==> config.mk <==
export PLATFORM = sky130hd
export DESIGN_NAME = iob_indir_ctrl
export DESIGN_NICKNAME = d
export VERILOG_FILES = /design/src/rtl/iob_indir_pkg.sv /design/src/rtl/iob_indir_ffs.sv /design/src/rtl/iob_indir_ctrl.sv
export SDC_FILE = /design/constraint.sdc
export NUM_CORES = 1
export LEC_CHECK = 0
export ABC_AREA = 1
export CAP_MARGIN = 20
export CORE_MARGIN = 1.5
export CORE_UTILIZATION = 34
export DETAILED_ROUTE_END_ITERATION = 10
export GPL_ROUTABILITY_DRIVEN = 0
export MAX_ROUTING_LAYER = met4
export PLACE_DENSITY = 0.7
export REMOVE_ABC_BUFFERS = 1
export SLEW_MARGIN = 20
export SYNTH_ARGS = -nofsm -noshare
export SYNTH_HDL_FRONTEND = slang
export SYNTH_HIERARCHICAL = 1
export SYNTH_SLANG_ARGS = --single-unit
==> constraint.sdc <==
create_clock -name clk -period 6.2 [get_ports clk]
set_input_delay 1.24 -clock clk [delete_from_list [all_inputs] [get_ports clk]]
set_output_delay 1.24 -clock clk [all_outputs]
set_load 0.1 [all_outputs]
==> src/rtl/iob_indir_pkg.sv <==
// Shared types and default sizing for the IOB indirect-store controller.
package iob_indir_pkg;

  localparam int IOB_ADDR_WIDTH = 6;
  localparam int IOB_COUNT      = 64;
  localparam int IOB_DATA_WIDTH = 65;

  typedef enum logic [0:0] {
    INIT = 1'b0,
    RUN  = 1'b1
  } iob_state_e;

  // Identifies which of the two read requesters a grant/response belongs to
  typedef logic [0:0] iob_req_id_t;

endpackage

==> src/rtl/iob_indir_ffs.sv <==
// Lowest-set-bit finder; used to pick the lowest-index free entry.
module iob_indir_ffs
  import iob_indir_pkg::*;
#(
  parameter int WIDTH     = IOB_COUNT,
  parameter int IDX_WIDTH = IOB_ADDR_WIDTH
) (
  input  logic [WIDTH-1:0]     vec,
  output logic [IDX_WIDTH-1:0] idx,
  output logic                 found
);

  // Scan downwards so the lowest set bit is the last one to update idx
  always_comb begin
    idx   = {IDX_WIDTH{1'b0}};
    found = 1'b0;
    for (int i = WIDTH - 1; i >= 0; i--) begin
      idx   = vec[i] ? IDX_WIDTH'(i) : idx;
      found = found | vec[i];
    end
  end

endmodule

==> src/rtl/iob_indir_ctrl.sv <==
// IOB indirect-store controller: init sweep, allocation, fill/free forwarding and
// round-robin read arbitration. Optional ownership checking: IOB_INDIR_ALLOC_CHK_EN.
module iob_indir_ctrl
  import iob_indir_pkg::*;
#(
  parameter int ADDR_WIDTH = IOB_ADDR_WIDTH,
  parameter int ADDR_COUNT = IOB_COUNT,
  parameter int DATA_WIDTH = IOB_DATA_WIDTH
) (
  input  logic                  clk,
  input  logic                  rst,
  output logic                  init_done,
  input  logic                  alloc_req,
  output logic                  alloc_gnt,
  output logic [ADDR_WIDTH-1:0] alloc_addr,
  output logic [ADDR_WIDTH:0]   free_cnt,
  input  logic                  fill_wen,
  input  logic [ADDR_WIDTH-1:0] fill_addr,
  input  logic [DATA_WIDTH-1:0] fill_data,
  input  logic                  rd0_req,
  input  logic [ADDR_WIDTH-1:0] rd0_addr,
  input  logic                  rd1_req,
  input  logic [ADDR_WIDTH-1:0] rd1_addr,
  output logic                  rd0_gnt,
  output logic                  rd1_gnt,
  output logic                  rsp_valid,
  output logic                  rsp_id,
  output logic [DATA_WIDTH-1:0] rsp_data,
  output logic                  rsp_ready,
  input  logic                  free_en,
  input  logic [ADDR_WIDTH-1:0] free_addr,
  output logic                  err,
  output logic                  ram_read_clkEn,
  output logic [ADDR_WIDTH-1:0] ram_read_addr,
  input  logic [DATA_WIDTH-1:0] ram_read_data,
  input  logic                  ram_read_ready,
  output logic [ADDR_WIDTH-1:0] ram_write_addr,
  output logic [DATA_WIDTH-1:0] ram_write_data,
  output logic                  ram_write_wen,
  output logic [ADDR_WIDTH-1:0] ram_writeI_addr,
  output logic                  ram_writeI_ready,
  output logic                  ram_writeI_wen
);

  localparam logic [ADDR_WIDTH:0]   COUNT_INIT = (ADDR_WIDTH + 1)'(ADDR_COUNT);
  localparam logic [ADDR_WIDTH-1:0] LAST_IDX   = ADDR_WIDTH'(ADDR_COUNT - 1);
  localparam logic [ADDR_COUNT-1:0] ONE_HOT0   = {{(ADDR_COUNT - 1){1'b0}}, 1'b1};

  iob_state_e            state_r, state_nxt_s;
  logic [ADDR_WIDTH-1:0] sweep_cnt_r;
  logic                  init_done_r;
  logic [ADDR_COUNT-1:0] alloc_map_r, alloc_map_nxt_s, set_mask_s, clr_mask_s;
  logic [ADDR_WIDTH:0]   free_cnt_r, free_cnt_nxt_s;
  iob_req_id_t           prio_r, rsp_id_r;
  logic                  rsp_valid_r, err_r;
  logic                  run_s, ffs_found_s, free_ret_s;
  logic [ADDR_WIDTH-1:0] ffs_idx_s;
  logic                  alloc_gnt_s, fill_ok_s, free_ok_s;
  logic                  rd0_v_s, rd1_v_s, gnt0_s, gnt1_s;
  logic                  fill_legal_s, free_legal_s, err_set_s;

  iob_indir_ffs #(.WIDTH(ADDR_COUNT), .IDX_WIDTH(ADDR_WIDTH)) u_ffs (
    .vec   (~alloc_map_r),
    .idx   (ffs_idx_s),
    .found (ffs_found_s)
  );

  assign run_s = (state_r == RUN);

  // Next state: one pass over every index, then stay in RUN until rst
  always_comb begin
    state_nxt_s = state_r;
    case (state_r)
      INIT:    state_nxt_s = (sweep_cnt_r == LAST_IDX) ? RUN : INIT;
      RUN:     state_nxt_s = RUN;
      default: state_nxt_s = INIT;
    endcase
  end

  // State register, sweep counter and init_done flag
  always_ff @(posedge clk) begin
    if (rst) begin
      state_r     <= INIT;
      sweep_cnt_r <= {ADDR_WIDTH{1'b0}};
      init_done_r <= 1'b0;
    end else begin
      state_r     <= state_nxt_s;
      sweep_cnt_r <= (state_r == INIT) ? sweep_cnt_r + 1'b1 : sweep_cnt_r;
      init_done_r <= (state_nxt_s == RUN);
    end
  end

`ifdef IOB_INDIR_ALLOC_CHK_EN
  assign fill_legal_s = alloc_map_r[fill_addr];
  assign free_legal_s = alloc_map_r[free_addr];
  // Reads of unowned entries are flagged but still served
  assign err_set_s    = run_s && ((fill_wen && !fill_legal_s) || (free_en && !free_legal_s) ||
                                  (gnt0_s && !alloc_map_r[rd0_addr]) ||
                                  (gnt1_s && !alloc_map_r[rd1_addr]));
`else
  assign fill_legal_s = 1'b1;
  assign free_legal_s = 1'b1;
  assign err_set_s    = 1'b0;
`endif

  assign alloc_gnt_s = run_s && alloc_req && (free_cnt_r != {(ADDR_WIDTH + 1){1'b0}}) && ffs_found_s;
  assign fill_ok_s   = run_s && fill_wen && fill_legal_s;
  assign free_ok_s   = run_s && free_en && free_legal_s;
  assign rd0_v_s     = run_s && rd0_req;
  assign rd1_v_s     = run_s && rd1_req;
  assign gnt0_s      = rd0_v_s && (!rd1_v_s || (prio_r == 1'b0));
  assign gnt1_s      = rd1_v_s && (!rd0_v_s || (prio_r == 1'b1));

  // Free is applied before allocate, so a freed slot only reappears next cycle
  assign set_mask_s      = alloc_gnt_s ? (ONE_HOT0 << ffs_idx_s) : {ADDR_COUNT{1'b0}};
  assign clr_mask_s      = free_ok_s ? (ONE_HOT0 << free_addr) : {ADDR_COUNT{1'b0}};
  assign alloc_map_nxt_s = (alloc_map_r & ~clr_mask_s) | set_mask_s;
  assign free_ret_s      = free_ok_s && alloc_map_r[free_addr];
  assign free_cnt_nxt_s  = free_cnt_r + (ADDR_WIDTH + 1)'(free_ret_s) - (ADDR_WIDTH + 1)'(alloc_gnt_s);

  // Allocation bitmap and free-entry count
  always_ff @(posedge clk) begin
    if (rst) begin
      alloc_map_r <= {ADDR_COUNT{1'b0}};
      free_cnt_r  <= COUNT_INIT;
    end else begin
      alloc_map_r <= alloc_map_nxt_s;
      free_cnt_r  <= free_cnt_nxt_s;
    end
  end

  // Ready-only port: sweep index while in INIT, released index in RUN
  always_comb begin
    if (run_s) begin
      ram_writeI_wen  = free_ok_s;
      ram_writeI_addr = free_addr;
    end else begin
      ram_writeI_wen  = 1'b1;
      ram_writeI_addr = sweep_cnt_r;
    end
  end

  // Arbitration pointer, response tracking and sticky error
  always_ff @(posedge clk) begin
    if (rst) begin
      prio_r      <= 1'b0;
      rsp_valid_r <= 1'b0;
      rsp_id_r    <= 1'b0;
      err_r       <= 1'b0;
    end else begin
      prio_r      <= (rd0_v_s && rd1_v_s) ? ~prio_r : prio_r;
      rsp_valid_r <= gnt0_s | gnt1_s;
      rsp_id_r    <= (gnt0_s | gnt1_s) ? iob_req_id_t'(gnt1_s) : rsp_id_r;
      err_r       <= err_r | err_set_s;
    end
  end

  assign ram_writeI_ready = 1'b0;
  assign ram_write_wen    = fill_ok_s;
  assign ram_write_addr   = fill_addr;
  assign ram_write_data   = fill_data;
  assign ram_read_clkEn   = gnt0_s | gnt1_s;
  assign ram_read_addr    = gnt1_s ? rd1_addr : rd0_addr;

  assign init_done  = init_done_r;
  assign alloc_gnt  = alloc_gnt_s;
  assign alloc_addr = ffs_idx_s;
  assign free_cnt   = free_cnt_r;
  assign rd0_gnt    = gnt0_s;
  assign rd1_gnt    = gnt1_s;
  assign rsp_valid  = rsp_valid_r;
  assign rsp_id     = rsp_id_r;
  assign rsp_data   = ram_read_data;
  assign rsp_ready  = ram_read_ready;
  assign err        = err_r;

endmodule

-- Word level (Yosys, flattened, before mapping)
Index checks and enable logic that the tools add are counted.
- flip-flop bits (word level): 81
- latch bits: 0
- memory bits (writable): 0
- memory bits (read-only): 0
- output and inout port bits: 173
- memories: 0
- add/subtract/negate cells: 3
- multiply operators: 0
- div/mod/pow operators: 0
- order comparisons: 1
- equal/unequal tests: 1
- shifts and indexed selects: 2
- muxes and demuxes: 73
- bitwise operators: 70
- reductions and logical operators: 16
- operator list (operator ; number):
    2-to-1 mux 6 bit ; 66
    2-to-1 mux 64 bit ; 2
    inverter 64 bit ; 2
    << shifter 1 x 6 -> 64 bit, first input constant ; 2
    AND 64 bit ; 1
    OR 1 bit ; 64
    OR 64 bit ; 1
    logical AND 1 bit ; 11
    adder 7 x 1 -> 7 bit ; 1
    < comparator 6 x 7 -> 1 bit, second input constant ; 1
    nonzero test 7 bit ; 1
    subtractor 7 x 1 -> 7 bit ; 1
    adder 6 x 1 -> 6 bit, second input constant ; 1
    binary-select mux 1 bit (select 6 bit) ; 1
    == test 6 bit, second input constant ; 1
    2-to-1 mux 1 bit ; 3
    logical NOT 1 bit ; 2
    logical OR 1 bit ; 2
    inverter 1 bit ; 2
    case mux 1 bit (2 select lines) ; 1

-- Logic depth before layout (Yosys ltp)
- word-level depth: 68
- mapped depth: 68
- depth with buffers taken out: 68

-- Hierarchy
Netlist, hierarchy kept.
- modules (own cells, without submodules) (module ; instances ; cells an instance ; area an instance (um2) ; sequential area each (um2)):
    iob_indir_ctrl ; 1 ; 913 ; 5841.9 ; 1621.6
    iob_indir_ffs ; 1 ; 225 ; 918.4 ; 0.0

-- Least setup slack after synthesis
OpenSTA, ideal clock, no wires.
- path type: flip-flop to output port
- start point: register alloc_map_r[61]
- end point: output alloc_addr[1]
- data arrival time: 4266 ps
- required time: 4960 ps
- slack: 694 ps
- cell stages (with the launch flop): 29
- path buffers: 0
- cells stage by stage: dfxtp_1 inv_1 inv_2 o21ai_0 o211ai_1 nand3_1 nand3_1 o311ai_0 nand3_1 nand3_1 nand2_1 nand2_1 nand2_1 a211oi_1 o21ai_0 nand2_1 nand2_1 nand2_1 nand2_1 nand2_1 nand2_1 nand2_1 nand2_1 nand2_1 nand2_1 nand2_1 nand2_1 a21oi_1 a211oi_1
- word-level cells in the longest chain between the ends: 63
- RTL lines (item ; line ; RTL):
    from (decl) ; iob_indir_ctrl.sv:52 ; logic [ADDR_COUNT-1:0] alloc_map_r, alloc_map_nxt_s, set_mask_s, clr_mask_s;
    from (signal assigned) ; iob_indir_ctrl.sv:124 ; alloc_map_r <= {ADDR_COUNT{1'b0}};
    from (signal assigned) ; iob_indir_ctrl.sv:127 ; alloc_map_r <= alloc_map_nxt_s;
    inverter 64 bit ; iob_indir_ctrl.sv:63 ; .vec (~alloc_map_r),
    2-to-1 mux 6 bit (62 in series) ; iob_indir_ffs.sv:18 ; idx = vec[i] ? IDX_WIDTH'(i) : idx;
    to (decl) ; iob_indir_ctrl.sv:15 ; output logic [ADDR_WIDTH-1:0] alloc_addr,
No other way between the ends.

-- Worst setup path in the final report
- start point: register alloc_map_r[62]
- end point: output alloc_addr[0]
- word-level cells in the longest chain between the ends: 64
- RTL lines (item ; line):
    inverter 64 bit ; iob_indir_ctrl.sv:63
    2-to-1 mux 6 bit (63 in series) ; iob_indir_ffs.sv:18
No other way between the ends.

==> flow_summary.toml <==
[clock_tree]
cts_hold_buffers = 0
cts_buffers = 9
cts_htree_levels = 3
cts.sinks = 81
cts.path.max_buffers = 2
clk_pin_slew_ns = 0.07
cts_setup_buffers = 0
insertion_delay_ns = 0.35
cts-resized-gates = 0
cts_tree = "done"
cts-root-buf = "clkbuf_16"

[run_status]
status = "finished clean"

[timing]
worst_pin_slew_ns = 0.9996
final.period_utilization_pct = 86.68
slew_headroom_pct = 33.15
fin_tns_setup_ns = 0
rsz0062_at_grt = "no"
setup_viol = 0
min_period_ns = 5.374
fmax_ghz = 0.1861
hold_violations = 0
slew_viol_final = 0
fin_skew_ns = 0.009009

[pwr]
p_leak_uw = 0.002679
vdd_drop_max_uv = 119.1
p_per_area_nw_per_um2 = 180.0

[global_route]
grt_max_degree = 73
grt_pass1_wl_um = 53700
grt_pass1_vias = 6333
grt_use_total_pct = 40.52
gr-total-overflow = 0
antenna_found_initial = 0

[floorplanning]
coreArea_um2 = 19460
rows = 51
initial_core_util_pct = 34.73
io_pins = 335
fp.dieH_um = 144.0
die_w_um = 144.0
dieArea_um2 = 20740

[cells_and_area]
fin_cells = 1308
diodes = 0
area_growth_pct = 0.1851
fin_nets = 1211
regArea_um2 = 1622
layout-drive-gt1-share_pct = 5.369
multi_input_area_um2 = 3219
fillers = 2147

[job]
cap_violations = 0

[place]
dp.cells = 1292
dp_hpwl_um = 35010
io_buffers = 58

[drt]
totalWireLength_um = 40940
wl_per_cell_um = 31.30
viasPerCell = 5.476
vias = 7163
drc = 0
drt_iter0_markers = 1067
firstDrtPassIters = 6
antenna_left = 0

[yosys]
async_flop_share_pct = 0
yosys_warnings = 6
syn_avg_cell_area_um2 = 5.940
ys_top_cells_by_area = "dfxtp_1 (24%), nand2_1 (16%), buf_4 (16%), inv_1 (8.8%), o21ai_0 (6.9%)"
yosysUniqueCellTypes = 34
seq_area_frac_synth_pct = 23.99
postSynthCellCount = 1138
synth_top_cell_by_area = "dfxtp_1"
synth-main-ff-cell = "dfxtp_1"
yosys.area.top_type_share_pct = 23.99
syn_area_um2 = 6760
synth.most_common_cell = "nand2_1"
ys_ff_latch = 81
synth_edf_count = 0
synth_commonest_cells = "nand2_1 (295), inv_1 (159), buf_4 (144), nor2_1 (108), o21ai_0 (93)"

[worst_setup_path]
r2r_setup_slack_ns = 1.52
max_stage_delay_ns = 0.34
cp.arrival_ns = 4.13
path_buf_inv = 3
critPathLaunchType = "flip-flop"
reg2regPathDepth = 68
path_class = "flip-flop to primary output"
rr_endpoint = "alloc_map_r[61]"
timing.critical_path.max_delay_family = "simple AND/OR/NAND/NOR gates"
cpMostUsedCell = "nand2_1"
end_kind = "primary output"
timing.rr.start = "alloc_map_r[62]"
required_ns = 4.96
cpMaxStageDelayCell = "dfxtp_1"
critPathMaxFanout = 4

[worst_hold_path]
hold_end = "alloc_map_r[11]"
min_path_type = "flip-flop to flip-flop"
worstHoldStart = "alloc_map_r[11]"
hold_depth = 2
==> final cells by class <==
cell class / instances / area share (%)
Multi-Input combinational cell: 707 / 47.53
Sequential cell: 81 / 23.94
Timing Repair Buffer: 71 / 9.754
Inverter: 168 / 9.311
Tap cell: 265 / 4.896
Clock buffer: 9 / 3.325
Clock inverter: 7 / 1.238
==> cell usage in the layout, fill, tap and decap left out, drive strengths merged, types with 2 or more instances in the layout <==
cell / synthesis / layout
nand2: 298 / 298
nor4: 6 / 6
conb: 1 / 2
ha: 10 / 10
a21oi: 87 / 87
dfxtp: 81 / 81
nand3: 54 / 54
a211oi: 2 / 2
nand4: 10 / 10
buf: 164 / 19
clkdlybuf4s50: 0 / 52
nor2: 111 / 111
nor3: 23 / 23
o21ai: 94 / 94
or2: 2 / 2
clkbuf: 19 / 9
inv: 167 / 171
clkinv: 1 / 3
==> power breakdown <==
group | switching [uW] | internal, uW | total [uW]
registers | 1.68 | 522 | 523
clock network | 253 | 321 | 574
logic | 90.4 | 30.9 | 121
total | 345 | 873 | 1220
==> state kept, by name, indices dropped and copies added (netlist names) <==
register and count:
free_cnt 7, sweep_cnt_r 6, init_done 1, prio_r 1, rsp_valid 1, rsp_id 1, alloc_map_r 64
==> how the worst max path moves through the flow <==
stage | slack (ns) | cells after the start | startpoint | end
6_report | 0.83 | 63 | alloc_map_r[62] | alloc_addr[0]
5_1_grt | 0.11 | 63 | alloc_map_r[62] | alloc_addr[0]
4_1_cts | 0.89 | 63 | alloc_map_r[62] | alloc_addr[0]
3_5_place_dp | 1.27 | 63 | alloc_map_r[62] | alloc_addr[0]
3_3_place_gp | 1.29 | 63 | alloc_map_r[62] | alloc_addr[0]
2_1_floorplan | 0.69 | 28 | alloc_map_r[61] | alloc_addr[1]
==> worst min-delay path: cells and delay by family, from the launching register on <==
family,cells,cell delay [ns]
compound gates,2,0.12
flops,1,0.31
==> per-stage QoR <==
step | hold WS (ns) | cell area [um^2] | worst slack (ns) | power (uW) | utilization [%]
6_report | 0.4789 | 6773 | 0.8259 | 1219 | 34.80
5_1_grt | 0.5030 | 6773 | 0.1078 | 1246 | 34.80
4_1_cts | 0.4771 | 6773 | 0.8865 | 1213 | 34.80
3_5_place_dp | 0.4680 | 6464 | 1.273 | 652.6 | 33.21
3_3_place_gp | 0.4626 | 6461 | 1.288 | 652.4 | 33.20
2_1_floorplan | 0.4476 | 5469 | 0.6939 | 593.3 | -
==> cells by family after synthesis <==
logic type	after synthesis	share of synthesized area [%]
AOI/OAI and AO/OA	189	14.60
xor gates and xnor gates	1	0.1296
adders and majority gates	11	2.147
buffers and inverters	351	28.48
DFF	81	23.99
other	1	0.05547
and+or+nand+nor	504	30.59
==> routing by layer <==
| metal | global-route usage, % | up-vias | routed length [um] |
|---|---|---|---|
| li1 | - | 3205 | - |
| met5 | - | - | 0 |
| met4 | 34.80 | 0 | 4348 |
| met3 | 38.34 | 173 | 9981 |
| met1 | 31.60 | 3130 | 10390 |
| met2 | 55.93 | 655 | 16230 |
Note: power is estimated with default switching activity, not from simulation.
